`config.mk`:
```
export PLATFORM = sky130hd
export DESIGN_NAME = iq_demod_param
export DESIGN_NICKNAME = d
export VERILOG_FILES = /design/src/rtl/iq_demod_pkg.sv /design/src/rtl/iq_quarter_mixer.sv /design/src/rtl/iq_demod_param.sv
export SDC_FILE = /design/constraint.sdc
export NUM_CORES = 1
export LEC_CHECK = 0
export ABC_AREA = 1
export CELL_PAD_IN_SITES_DETAIL_PLACEMENT = 1
export CELL_PAD_IN_SITES_GLOBAL_PLACEMENT = 2
export CORE_MARGIN = 5
export CORE_UTILIZATION = 31
export CTS_CLUSTER_DIAMETER = 80
export DETAILED_ROUTE_END_ITERATION = 8
export PLACE_DENSITY_LB_ADDON = 0.1
export SLEW_MARGIN = 15
export SYNTH_ARGS = -nofsm -noshare
export SYNTH_HDL_FRONTEND = slang
export SYNTH_SLANG_ARGS = --single-unit
```
`constraint.sdc`:
```
create_clock -name clk -period 2.7 [get_ports clk]
set_clock_uncertainty 0.15 [all_clocks]
set_input_delay 0.27 -clock clk [delete_from_list [all_inputs] [get_ports clk]]
set_output_delay 0.27 -clock clk [all_outputs]
set_load 0.005 [all_outputs]
```
`src/rtl/iq_demod_pkg.sv`:
```
// ============================================================================
// iq_demod_pkg - shared types and arithmetic helpers for the IQ demodulator
// Rev 1.0
// ============================================================================
`default_nettype none

package iq_demod_pkg;

  typedef enum logic [1:0] {
    MODE_BYP = 2'd0,
    MODE_POS = 2'd1,
    MODE_NEG = 2'd2
  } mode_t;

  function automatic int log2_f(input int v);
    int r;
    r = 0;
    for (int i = 0; i < 31; i++) begin
      if ((1 << i) < v) r = i + 1;
    end
    return r;
  endfunction

  // Treats v as a w_in-bit signed value and clips it to a w_out-bit signed range.
  function automatic logic signed [31:0] sat_f(input logic signed [31:0] v,
                                               input int w_in, input int w_out);
    logic signed [31:0] x;
    logic signed [31:0] hi;
    logic signed [31:0] lo;
    x  = (v <<< (32 - w_in)) >>> (32 - w_in);
    hi = (32'sd1 <<< (w_out - 1)) - 32'sd1;
    lo = -(32'sd1 <<< (w_out - 1));
    if (x > hi)      return hi;
    else if (x < lo) return lo;
    else             return x;
  endfunction

endpackage

`default_nettype wire

```
`src/rtl/iq_quarter_mixer.sv`:
```
// ============================================================================
// iq_quarter_mixer - quarter-rate complex LO with frame-aligned mode latch
// Rev 1.0
// ============================================================================
`default_nettype none

module iq_quarter_mixer
  import iq_demod_pkg::*;
#(
  parameter int W_IN  = 5,
  parameter int DECIM = 4
) (
  input  logic                   clk,
  input  logic                   resetn,
  input  logic                   adc_rdy,
  input  logic signed [W_IN-1:0] i_in,
  input  logic signed [W_IN-1:0] q_in,
  input  logic [1:0]             mode_sel,
  input  logic                   sync_clr,
  output logic signed [W_IN:0]   rot_i,
  output logic signed [W_IN:0]   rot_q,
  output logic                   rot_valid
);

  localparam int L = log2_f(DECIM);

  logic [L-1:0] r_cnt;
  logic [1:0]   r_phase;
  mode_t        r_mode;

  mode_t               w_mode_req;
  mode_t               w_mode;
  logic [1:0]          w_phase;
  logic signed [W_IN:0] w_i;
  logic signed [W_IN:0] w_q;
  logic signed [W_IN:0] w_rot_i;
  logic signed [W_IN:0] w_rot_q;

  always_comb begin
    case (mode_sel)
      2'd1:    w_mode_req = MODE_POS;
      2'd2:    w_mode_req = MODE_NEG;
      default: w_mode_req = MODE_BYP;
    endcase
    // A new mode is only picked up on the first sample of a frame, and restarts the LO.
    w_mode  = (r_cnt == '0) ? w_mode_req : r_mode;
    w_phase = (w_mode != r_mode) ? 2'd0 : r_phase;
    w_i     = {i_in[W_IN-1], i_in};
    w_q     = {q_in[W_IN-1], q_in};
    w_rot_i = w_i;
    w_rot_q = w_q;
    if (w_mode != MODE_BYP) begin
      case (w_phase)
        2'd1: begin
          w_rot_i = (w_mode == MODE_POS) ? w_q  : -w_q;
          w_rot_q = (w_mode == MODE_POS) ? -w_i : w_i;
        end
        2'd2: begin
          w_rot_i = -w_i;
          w_rot_q = -w_q;
        end
        2'd3: begin
          w_rot_i = (w_mode == MODE_POS) ? -w_q : w_q;
          w_rot_q = (w_mode == MODE_POS) ? w_i  : -w_i;
        end
        default: begin
          w_rot_i = w_i;
          w_rot_q = w_q;
        end
      endcase
    end
  end

  always_ff @(posedge clk or negedge resetn) begin
    if (!resetn) begin
      r_cnt     <= '0;
      r_phase   <= 2'd0;
      r_mode    <= MODE_BYP;
      rot_i     <= '0;
      rot_q     <= '0;
      rot_valid <= 1'b0;
    end else if (sync_clr) begin
      r_cnt     <= '0;
      r_phase   <= 2'd0;
      rot_valid <= 1'b0;
    end else begin
      rot_valid <= adc_rdy;
      if (adc_rdy) begin
        r_mode  <= w_mode;
        r_phase <= w_phase + 2'd1;
        r_cnt   <= r_cnt + 1'b1;
        rot_i   <= w_rot_i;
        rot_q   <= w_rot_q;
      end
    end
  end

endmodule

`default_nettype wire

```
`src/rtl/iq_demod_param.sv`:
```
// ============================================================================
// iq_demod_param - mixer, boxcar decimator, rounding, gain and saturation
// Rev 1.0
// ============================================================================
`default_nettype none

module iq_demod_param
  import iq_demod_pkg::*;
#(
  parameter int W_IN     = 5,
  parameter int W_OUT    = 5,
  parameter int DECIM    = 4,
  parameter int GAIN_SHL = 0
) (
  input  logic                    clk,
  input  logic                    resetn,
  input  logic                    ADC_rdy_i,
  input  logic signed [W_IN-1:0]  I_IF,
  input  logic signed [W_IN-1:0]  Q_IF,
  input  logic [1:0]              mode_i,
  input  logic                    sync_clr_i,
  output logic                    demod_iq_valid,
  output logic signed [W_OUT-1:0] I_BB,
  output logic signed [W_OUT-1:0] Q_BB,
  output logic                    sat_o
);

  localparam int L  = log2_f(DECIM);
  localparam int WA = W_IN + 1 + L;
  localparam int WR = WA + 1;
  localparam int WG = WR + 3;
  localparam logic signed [WR-1:0] c_half = WR'(2 ** (L - 1));

  logic signed [W_IN:0] w_rot_i;
  logic signed [W_IN:0] w_rot_q;
  logic                 w_rot_valid;

  iq_quarter_mixer #(
    .W_IN  (W_IN),
    .DECIM (DECIM)
  ) u_mixer (
    .clk       (clk),
    .resetn    (resetn),
    .adc_rdy   (ADC_rdy_i),
    .i_in      (I_IF),
    .q_in      (Q_IF),
    .mode_sel  (mode_i),
    .sync_clr  (sync_clr_i),
    .rot_i     (w_rot_i),
    .rot_q     (w_rot_q),
    .rot_valid (w_rot_valid)
  );

  function automatic logic signed [WG-1:0] scale_f(input logic signed [WA-1:0] s);
    logic signed [WR-1:0] t;
    t = (WR'(s) + c_half) >>> L;
    return WG'(t) <<< GAIN_SHL;
  endfunction

  logic [L-1:0]         r_cnt;
  logic signed [WA-1:0] r_acc_i;
  logic signed [WA-1:0] r_acc_q;
  logic signed [WA-1:0] r_sum_i;
  logic signed [WA-1:0] r_sum_q;
  logic                 r_sum_valid;

  logic signed [WA-1:0] w_add_i;
  logic signed [WA-1:0] w_add_q;
  logic signed [WG-1:0] w_g_i;
  logic signed [WG-1:0] w_g_q;
  logic signed [31:0]   w_s_i;
  logic signed [31:0]   w_s_q;
  logic                 w_clip;

  always_comb begin
    w_add_i = r_acc_i + WA'(w_rot_i);
    w_add_q = r_acc_q + WA'(w_rot_q);
    w_g_i   = scale_f(r_sum_i);
    w_g_q   = scale_f(r_sum_q);
    w_s_i   = sat_f(32'(w_g_i), WG, W_OUT);
    w_s_q   = sat_f(32'(w_g_q), WG, W_OUT);
    w_clip  = (w_s_i != 32'(w_g_i)) || (w_s_q != 32'(w_g_q));
  end

  always_ff @(posedge clk or negedge resetn) begin
    if (!resetn) begin
      r_cnt       <= '0;
      r_acc_i     <= '0;
      r_acc_q     <= '0;
      r_sum_i     <= '0;
      r_sum_q     <= '0;
      r_sum_valid <= 1'b0;
    end else begin
      r_sum_valid <= 1'b0;
      if (sync_clr_i) begin
        r_cnt   <= '0;
        r_acc_i <= '0;
        r_acc_q <= '0;
      end else if (w_rot_valid) begin
        if (&r_cnt) begin
          r_sum_i     <= w_add_i;
          r_sum_q     <= w_add_q;
          r_sum_valid <= 1'b1;
          r_acc_i     <= '0;
          r_acc_q     <= '0;
          r_cnt       <= '0;
        end else begin
          r_acc_i <= w_add_i;
          r_acc_q <= w_add_q;
          r_cnt   <= r_cnt + 1'b1;
        end
      end
    end
  end

  always_ff @(posedge clk or negedge resetn) begin
    if (!resetn) begin
      demod_iq_valid <= 1'b0;
      I_BB           <= '0;
      Q_BB           <= '0;
      sat_o          <= 1'b0;
    end else begin
      demod_iq_valid <= r_sum_valid;
      if (r_sum_valid) begin
        I_BB  <= W_OUT'(w_s_i);
        Q_BB  <= W_OUT'(w_s_q);
        sat_o <= sat_o | w_clip;
      end
    end
  end

endmodule

`default_nettype wire

```
Word-level counts from Yosys, hierarchy flattened
Cells that the tools add are included.
{"block": "word_totals", "ff_bits": 66, "output_inout_bits": 12, "inputBits": 16, "wordCells": 80}
{"block": "op_classes", "bitwise": 2, "eq_ne": 9, "n_lt_le_gt_ge": 4, "n_mux": 32, "reduce_logical": 8, "addsub": 9}
{"operator": "$mux W32", "count": 4}
{"operator": "$ne A32 B7 Y1", "count": 2}
{"operator": "$mux W8", "count": 6}
{"operator": "$mux W6", "count": 6}
{"operator": "$pmux W6 S3", "count": 2}
{"operator": "$add A8 B3 Y9 const B", "count": 2}
{"operator": "$mux W2", "count": 9}
{"operator": "$add A8 B6 Y8", "count": 2}
{"operator": "$gt A7 B5 Y1 const B", "count": 2}
{"operator": "$lt A7 B5 Y1 const B", "count": 2}
{"operator": "$neg A5 Y6", "count": 2}
{"operator": "$add A2 B1 Y2 const B", "count": 3}
{"operator": "$eq A2 B1 Y1 const B", "count": 3}
{"operator": "$eq A2 B2 Y1 const B", "count": 3}
{"operator": "$reduce_bool A2 Y1", "count": 3}
{"operator": "$mux W1", "count": 4}
{"operator": "$pmux W2 S2", "count": 1}
{"operator": "$reduce_and A2 Y1", "count": 2}
{"operator": "$reduce_and A4 Y1", "count": 1}
{"operator": "$logic_not A2 Y1", "count": 1}
{"operator": "$ne A2 B2 Y1", "count": 1}
{"operator": "$logic_or A1 B1 Y1", "count": 1}
{"operator": "$not A1 Y1", "count": 1}
{"operator": "$or A1 B1 Y1", "count": 1}

Depth between registers and ports, before layout
{"block": "logic_depth", "depth_word": 8, "depth_mapped": 19, "mapped_depth_nobuf": 18}

Cells and area by module
From an unflattened synthesis, not the netlist that was laid out.
{"block": "unflattened", "cells_unflattened": 611, "hier_area_um2": 4372.9}
{"mod": "iq_demod_param", "seq_area_each_um2": 1126.1, "area_each_um2": 2721.4, "cells_each": 343, "n_inst": 1}
{"mod": "iq_quarter_mixer", "seq_area_each_um2": 475.5, "area_each_um2": 1651.6, "cells_each": 268, "n_inst": 1}

Worst setup path after synthesis
OpenSTA, ideal clock, no wires.
{"block": "synth_timing", "path_kind": "register to register", "startpoint": "register u_mixer.r_cnt[0]", "endpoint": "register u_mixer.rot_q[1]", "synth_period_minus_slack_ns": 2.689, "required_time_ns": 2.434, "arrival_time_ns": 2.422, "setup_slack_ns": 0.011, "path_buffers": 1, "stages_incl_launch_ff": 20, "cell_sequence": "dfrtp_1 -> inv_1 -> ha_1 -> nand3_1 -> o21ai_2 -> inv_1 -> nand2_1 -> nand2_1 -> nor2_1 -> inv_1 -> nor2_1 -> inv_1 -> ha_1 -> nor2_4 -> inv_2 -> buf_6 -> a21oi_1 -> nand3_1 -> nand2_1 -> nand2_1"}
{"block": "synth_between", "elab_chain_cells": 7, "word_cells_on_any_way": 13, "classes_between": "5 x eq/ne; 6 x mux; 2 x reduce/logical"}
{"element": "start, declared", "line_no": "iq_quarter_mixer.sv:27", "source": "logic [L-1:0] r_cnt;"}
{"element": "start signal, assigned", "line_no": "iq_quarter_mixer.sv:91", "source": "r_cnt <= r_cnt + 1'b1;"}
{"element": "$logic_not A2 Y1 *", "line_no": "iq_quarter_mixer.sv:46", "source": "w_mode = (r_cnt == '0) ? w_mode_req : r_mode;"}
{"element": "$mux W2 *", "line_no": "iq_quarter_mixer.sv:46"}
{"element": "$ne A2 B2 Y1", "line_no": "iq_quarter_mixer.sv:47", "source": "w_phase = (w_mode != r_mode) ? 2'd0 : r_phase;"}
{"element": "$mux W2", "line_no": "iq_quarter_mixer.sv:47"}
{"element": "$eq A2 B2 Y1 / $eq A2 B1 Y1 (equally long branches)", "line_no": "iq_quarter_mixer.sv:53", "source": "case (w_phase)"}
{"element": "$pmux W6 S3", "line_no": "iq_quarter_mixer.sv:53"}
{"element": "$mux W6 *", "line_no": "iq_quarter_mixer.sv:52", "source": "if (w_mode != MODE_BYP) begin"}
{"element": "end signal, assigned", "line_no": "iq_quarter_mixer.sv:93", "source": "rot_q <= w_rot_q;"}
{"element": "end, declared", "line_no": "iq_quarter_mixer.sv:21", "source": "output logic signed [W_IN:0] rot_q,"}
Every way passes the cells marked *; elsewhere a longest branch is shown, timed or not.
A chain may end at the register's enable or synchronous reset.

Worst setup path after layout
{"block": "layout_timing", "startpoint": "register u_mixer.r_cnt[1]", "endpoint": "register u_mixer.rot_i[2]"}
{"block": "layout_between", "elab_chain_cells": 7, "word_cells_on_any_way": 13, "classes_between": "5 x eq/ne; 6 x mux; 2 x reduce/logical"}
{"element": "$logic_not A2 Y1 *", "line_no": "iq_quarter_mixer.sv:46"}
{"element": "$mux W2 *", "line_no": "iq_quarter_mixer.sv:46"}
{"element": "$ne A2 B2 Y1", "line_no": "iq_quarter_mixer.sv:47"}
{"element": "$mux W2", "line_no": "iq_quarter_mixer.sv:47"}
{"element": "$eq A2 B2 Y1 / $eq A2 B1 Y1 (equally long branches)", "line_no": "iq_quarter_mixer.sv:53"}
{"element": "$pmux W6 S3", "line_no": "iq_quarter_mixer.sv:53"}
{"element": "$mux W6 *", "line_no": "iq_quarter_mixer.sv:52"}
{"element": "end signal, assigned", "line_no": "iq_quarter_mixer.sv:92", "source": "rot_i <= w_rot_i;"}
{"element": "end, declared", "line_no": "iq_quarter_mixer.sv:20", "source": "output logic signed [W_IN:0] rot_i,"}
Marked as above.

==> results.txt <==
The flow ran to the end, and the final reports show no timing, DRC or antenna violations. The proportion of layout cells with a drive suffix above 1 came out at 0.0840. In this run the standard cell core region covers 0.0132 mm2. Share of synthesized area occupied by flip-flops and latches: 0.381.

After synthesis the netlist holds a flip-flop and latch count of 64. The endpoint identified for the worst register-to-register timing path is u_mixer.rot_i[2]$_DFFE_PN0P_. TritonCTS built the clock tree. The critical path is of the reg2reg type. For the half-perimeter wire length of the detailed placement result, the log shows 8770 um. The final instance count without filler cells is 795, and the count of antenna-violating nets left after detailed routing is 0. Distinct cell type count after synthesis: 32. The average instance area after synthesis was 7.31 um2.

The power per unit of standard cell area was 633 mW/mm2. Part of the total power dissipated in sequential elements: 0.352. The type of element capturing the critical path is a register. The depth of the CTS H-tree was 3; the number of cells on the worst reg-to-reg path was 18. Counting every sink on the clock net gives 64.

The DRC violation total after the first TritonRoute iteration is 127, and the total nets after synthesis is 619. At the worst endpoint, the arrival time is 2.64 ns. The worst path needs 2.55 ns of the cycle, external delays included.

The clock buffer count from CTS was 9. The switching part of the total works out to 0.306. In this run the worst hold path is classified as reg2reg. The number of antenna violations at the first check in global routing was 0; the clock-pin slew of the registers on the worst-case setup and hold paths was 0.06 ns.

The number of cells traversed by the worst hold path was 2; the maximum count of clock buffers along a single path was 2. The final global-route overflow total was 0. Setup violations remaining at the end of the flow were counted as 0. The run gives 11400 um as the routed wire length. In this run the static leakage power is 2.50 nW.

The worst max-slew margin expressed relative to the limit is 0.464, and the number of failing hold endpoints at the final stage is 0. The final layout contains 658 nets. The required arrival time at the worst endpoint came out at 2.78 ns. The tool flagged a number of max-cap violations equal to 0. The detailed-route wire length per cell is 14.4 um. The die covers 0.0160 mm2.

The worst hold path startpoint is sat_o$_DFFE_PN0P_. The largest total area in the synthesized netlist belongs to dfrtp_1. After routing the design area is 0.00516 mm2. The cell-internal power is 2.27 mW, and the DRC violation count after routing is 0.

The run gives 28 as the number of top-level pins. The master cell of the clock root buffer is clkbuf_16. The count of buffers added by post-CTS timing repair for setup came out at 0. For the number of warnings printed during yosys synthesis, the log shows 0. The register-to-register setup slack was 0.15 ns.

For hold timing, the worst endpoint is sat_o$_DFFE_PN0P_. The detailed router placed 3841 vias in this run. The clock network fraction of design power was 0.414. The fraction of post-synthesis cell area in the top cell type by area was 0.381.

Synthesis-to-finish area growth: 22.8%. The most common cell after layout, fill and taps aside is nand2_1. Entering global routing, the biggest net connects 34 pins.

The congestion estimate from routability-driven global placement came to 0.816. The final worst-path cycle share came out at 0.945. After floorplanning, the core was divided into 42 placement rows. Measured along the y axis, the die boundary spans 126 um.

The tools report the global-route wire length before repair as 19700 um. The number of placed cells counting well taps was 778; the number of global-route vias before repair was 3991. Measured along the x axis, the die boundary spans 126 um. The pre-antenna-repair detailed-routing pass consisted of 4 iterations. The number of antenna diodes in the final layout is 0.

The switching component of the power was 0.998 mW; the placed cell area was 0.00476 mm2. The fmax was 392 MHz. In the layout the commonest cells are nand2_1 (177), inv_1 (67), dfrtp_1 (64), nand3_1 (63), o21ai_0 (40). The startpoint identified for the worst register-to-register timing path is u_mixer.r_cnt[1]$_DFFE_PN0P_. The global-route total usage across every layer is 0.151, and the number of buffers added on ports is 27. The worst setup timing slack at the placement stage came out at -0.0602 ns.

Synthesis handed over a netlist of 575 instances. By area the synthesized netlist is led by dfrtp_1 (38%), nand2_1 (16%), ha_1 (7.7%). The initial standard-cell utilization of the core is 0.317, and the maximum ir drop on the vdd rail is 0.270 mV. After synthesis the cells add up to 0.00420 mm2.

The combinational power share is 0.233, and the largest driver fanout on the critical path is 12. The insertion delay to the later sink of the worst-skew pair was 0.34 ns; the final worst slack was 0.147 ns. Dividing the detail-routed via count by the number of cells gives 4.83.

STA classifies the critical path startpoint as a register. For the total count of max-transition violations in the final report, the log shows 0. The transition at the pin with the smallest max-transition slack is 0.803 ns.
-- how the worst max path moves through the flow --
stage	from	endpoint	slack [ns]	cells past startpoint
4_1_cts	u_mixer.r_cnt[0]$_DFFE_PN0P_	u_mixer.rot_q[1]$_DFFE_PN0P_	0.04	18
2_1_floorplan	u_mixer.r_cnt[0]$_DFFE_PN0P_	u_mixer.rot_q[1]$_DFFE_PN0P_	0.01	19
6_report	u_mixer.r_cnt[1]$_DFFE_PN0P_	u_mixer.rot_i[2]$_DFFE_PN0P_	0.15	18
3_5_place_dp	mode_i[1]	u_mixer.rot_q[1]$_DFFE_PN0P_	-0.06	17
3_3_place_gp	mode_i[1]	u_mixer.rot_i[5]$_DFFE_PN0P_	0.1	14
5_1_grt	u_mixer.r_cnt[1]$_DFFE_PN0P_	u_mixer.rot_i[2]$_DFFE_PN0P_	-0.06	18
-- area by class of cell --
| class | instances | area [um2] |
|---|---|---|
| tap | 176 | 220 |
| fill | 1681 | 8080 |
| clock buffer | 9 | 225 |
| clock inverter | 7 | 120 |
| timing repair buffer | 43 | 425 |
| multi-input combinational | 424 | 2300 |
| sequential | 64 | 1600 |
| inverter | 72 | 273 |
-- metal layers --
layer  track usage  wire, um  up-vias  share of wire
met5             0         0        -              0
li1              -         -     1958              -
met4        0.0587       235        0          0.021
met2         0.271      5790       48           0.51
met1         0.180      5080     1820           0.45
met3        0.0273       310       15          0.027
-- what timing repair did --
item	in CTS	in global routing
resized for setup	2	10
hold endpoints to repair	31	0
pin swaps	0	1
hold buffers	1	0
setup endpoints to repair	4	10
-- worst max-delay path: stages (launching register included) --
cell     delay [ns]
dfrtp_1        0.35
inv_1          0.11
ha_4           0.18
nand3_1        0.13
o21ai_4        0.11
inv_1          0.09
nand2_1        0.06
nand2_1        0.05
nor2_2         0.13
inv_2          0.07
nor2_2         0.10
inv_1          0.07
ha_1           0.23
nor2_4         0.12
inv_4          0.09
a21oi_1        0.16
nand3_1        0.12
nand2_1        0.07
nand2_1        0.04
-- power groups by stage --
stage / sequential (mW) / clock, mW / combinational (mW)
6_report: 1.15 / 1.35 / 0.763
2_1_floorplan: 1.14 / 0 / 0.507
3_3_place_gp: 1.17 / 0 / 0.731
3_5_place_dp: 1.17 / 0 / 0.750
5_1_grt: 1.17 / 1.43 / 0.880
4_1_cts: 1.15 / 1.40 / 0.759
-- Yosys cell counts (all sizes together) --
cell type / count
dfrtp: 64
o211ai: 8
ha: 26
o21ai: 44
inv: 71
a21oi: 25
xor2: 10
nor2: 30
clkbuf: 8
nor3: 3
nand3: 63
a22o: 3
or2: 4
nand2b: 1
xnor2: 5
fa: 2
nand4: 13
a31oi: 1
buf: 7
clkinv: 1
o22a: 8
nand2: 177
o22ai: 1
-- kinds of logic (layout without fill, tap and decap cells) --
logic type,Yosys count,after routing,synth area share
flip-flops,64,64,0.381
adder cells (fa/ha/maj),28,28,0.0869
AO/OA/AOI/OAI,90,90,0.124
AND/OR/NAND/NOR,291,291,0.294
buffers and inverters,87,131,0.0822
XOR/XNOR,15,15,0.0313
-- flip-flops by register name, summed over array words and instances (netlist names) --
signal	count
r_acc_i	8
r_acc_q	8
r_sum_i	7
r_sum_q	7
u_mixer.rot_i	6
u_mixer.rot_q	6
I_BB	5
Q_BB	5
r_cnt	2
u_mixer.r_cnt	2
u_mixer.r_mode	2
u_mixer.r_phase	2
demod_iq_valid	1
r_sum_valid	1
sat_o	1
u_mixer.rot_valid	1
-- metrics by stage --
stage | hold WS (ns) | utilization | setup TNS [ns] | power (mW)
after floorplan | -0.176 | - | 0 | 1.64
after global placement | 0.263 | 0.360 | 0 | 1.90
after detailed placement | 0.271 | 0.360 | -0.201 | 1.92
after CTS | 0.329 | 0.387 | 0 | 3.31
after global routing | 0.351 | 0.390 | -0.0644 | 3.48
final | 0.318 | 0.390 | 0 | 3.27
No activity file was read; power rests on OpenSTA's default activity.
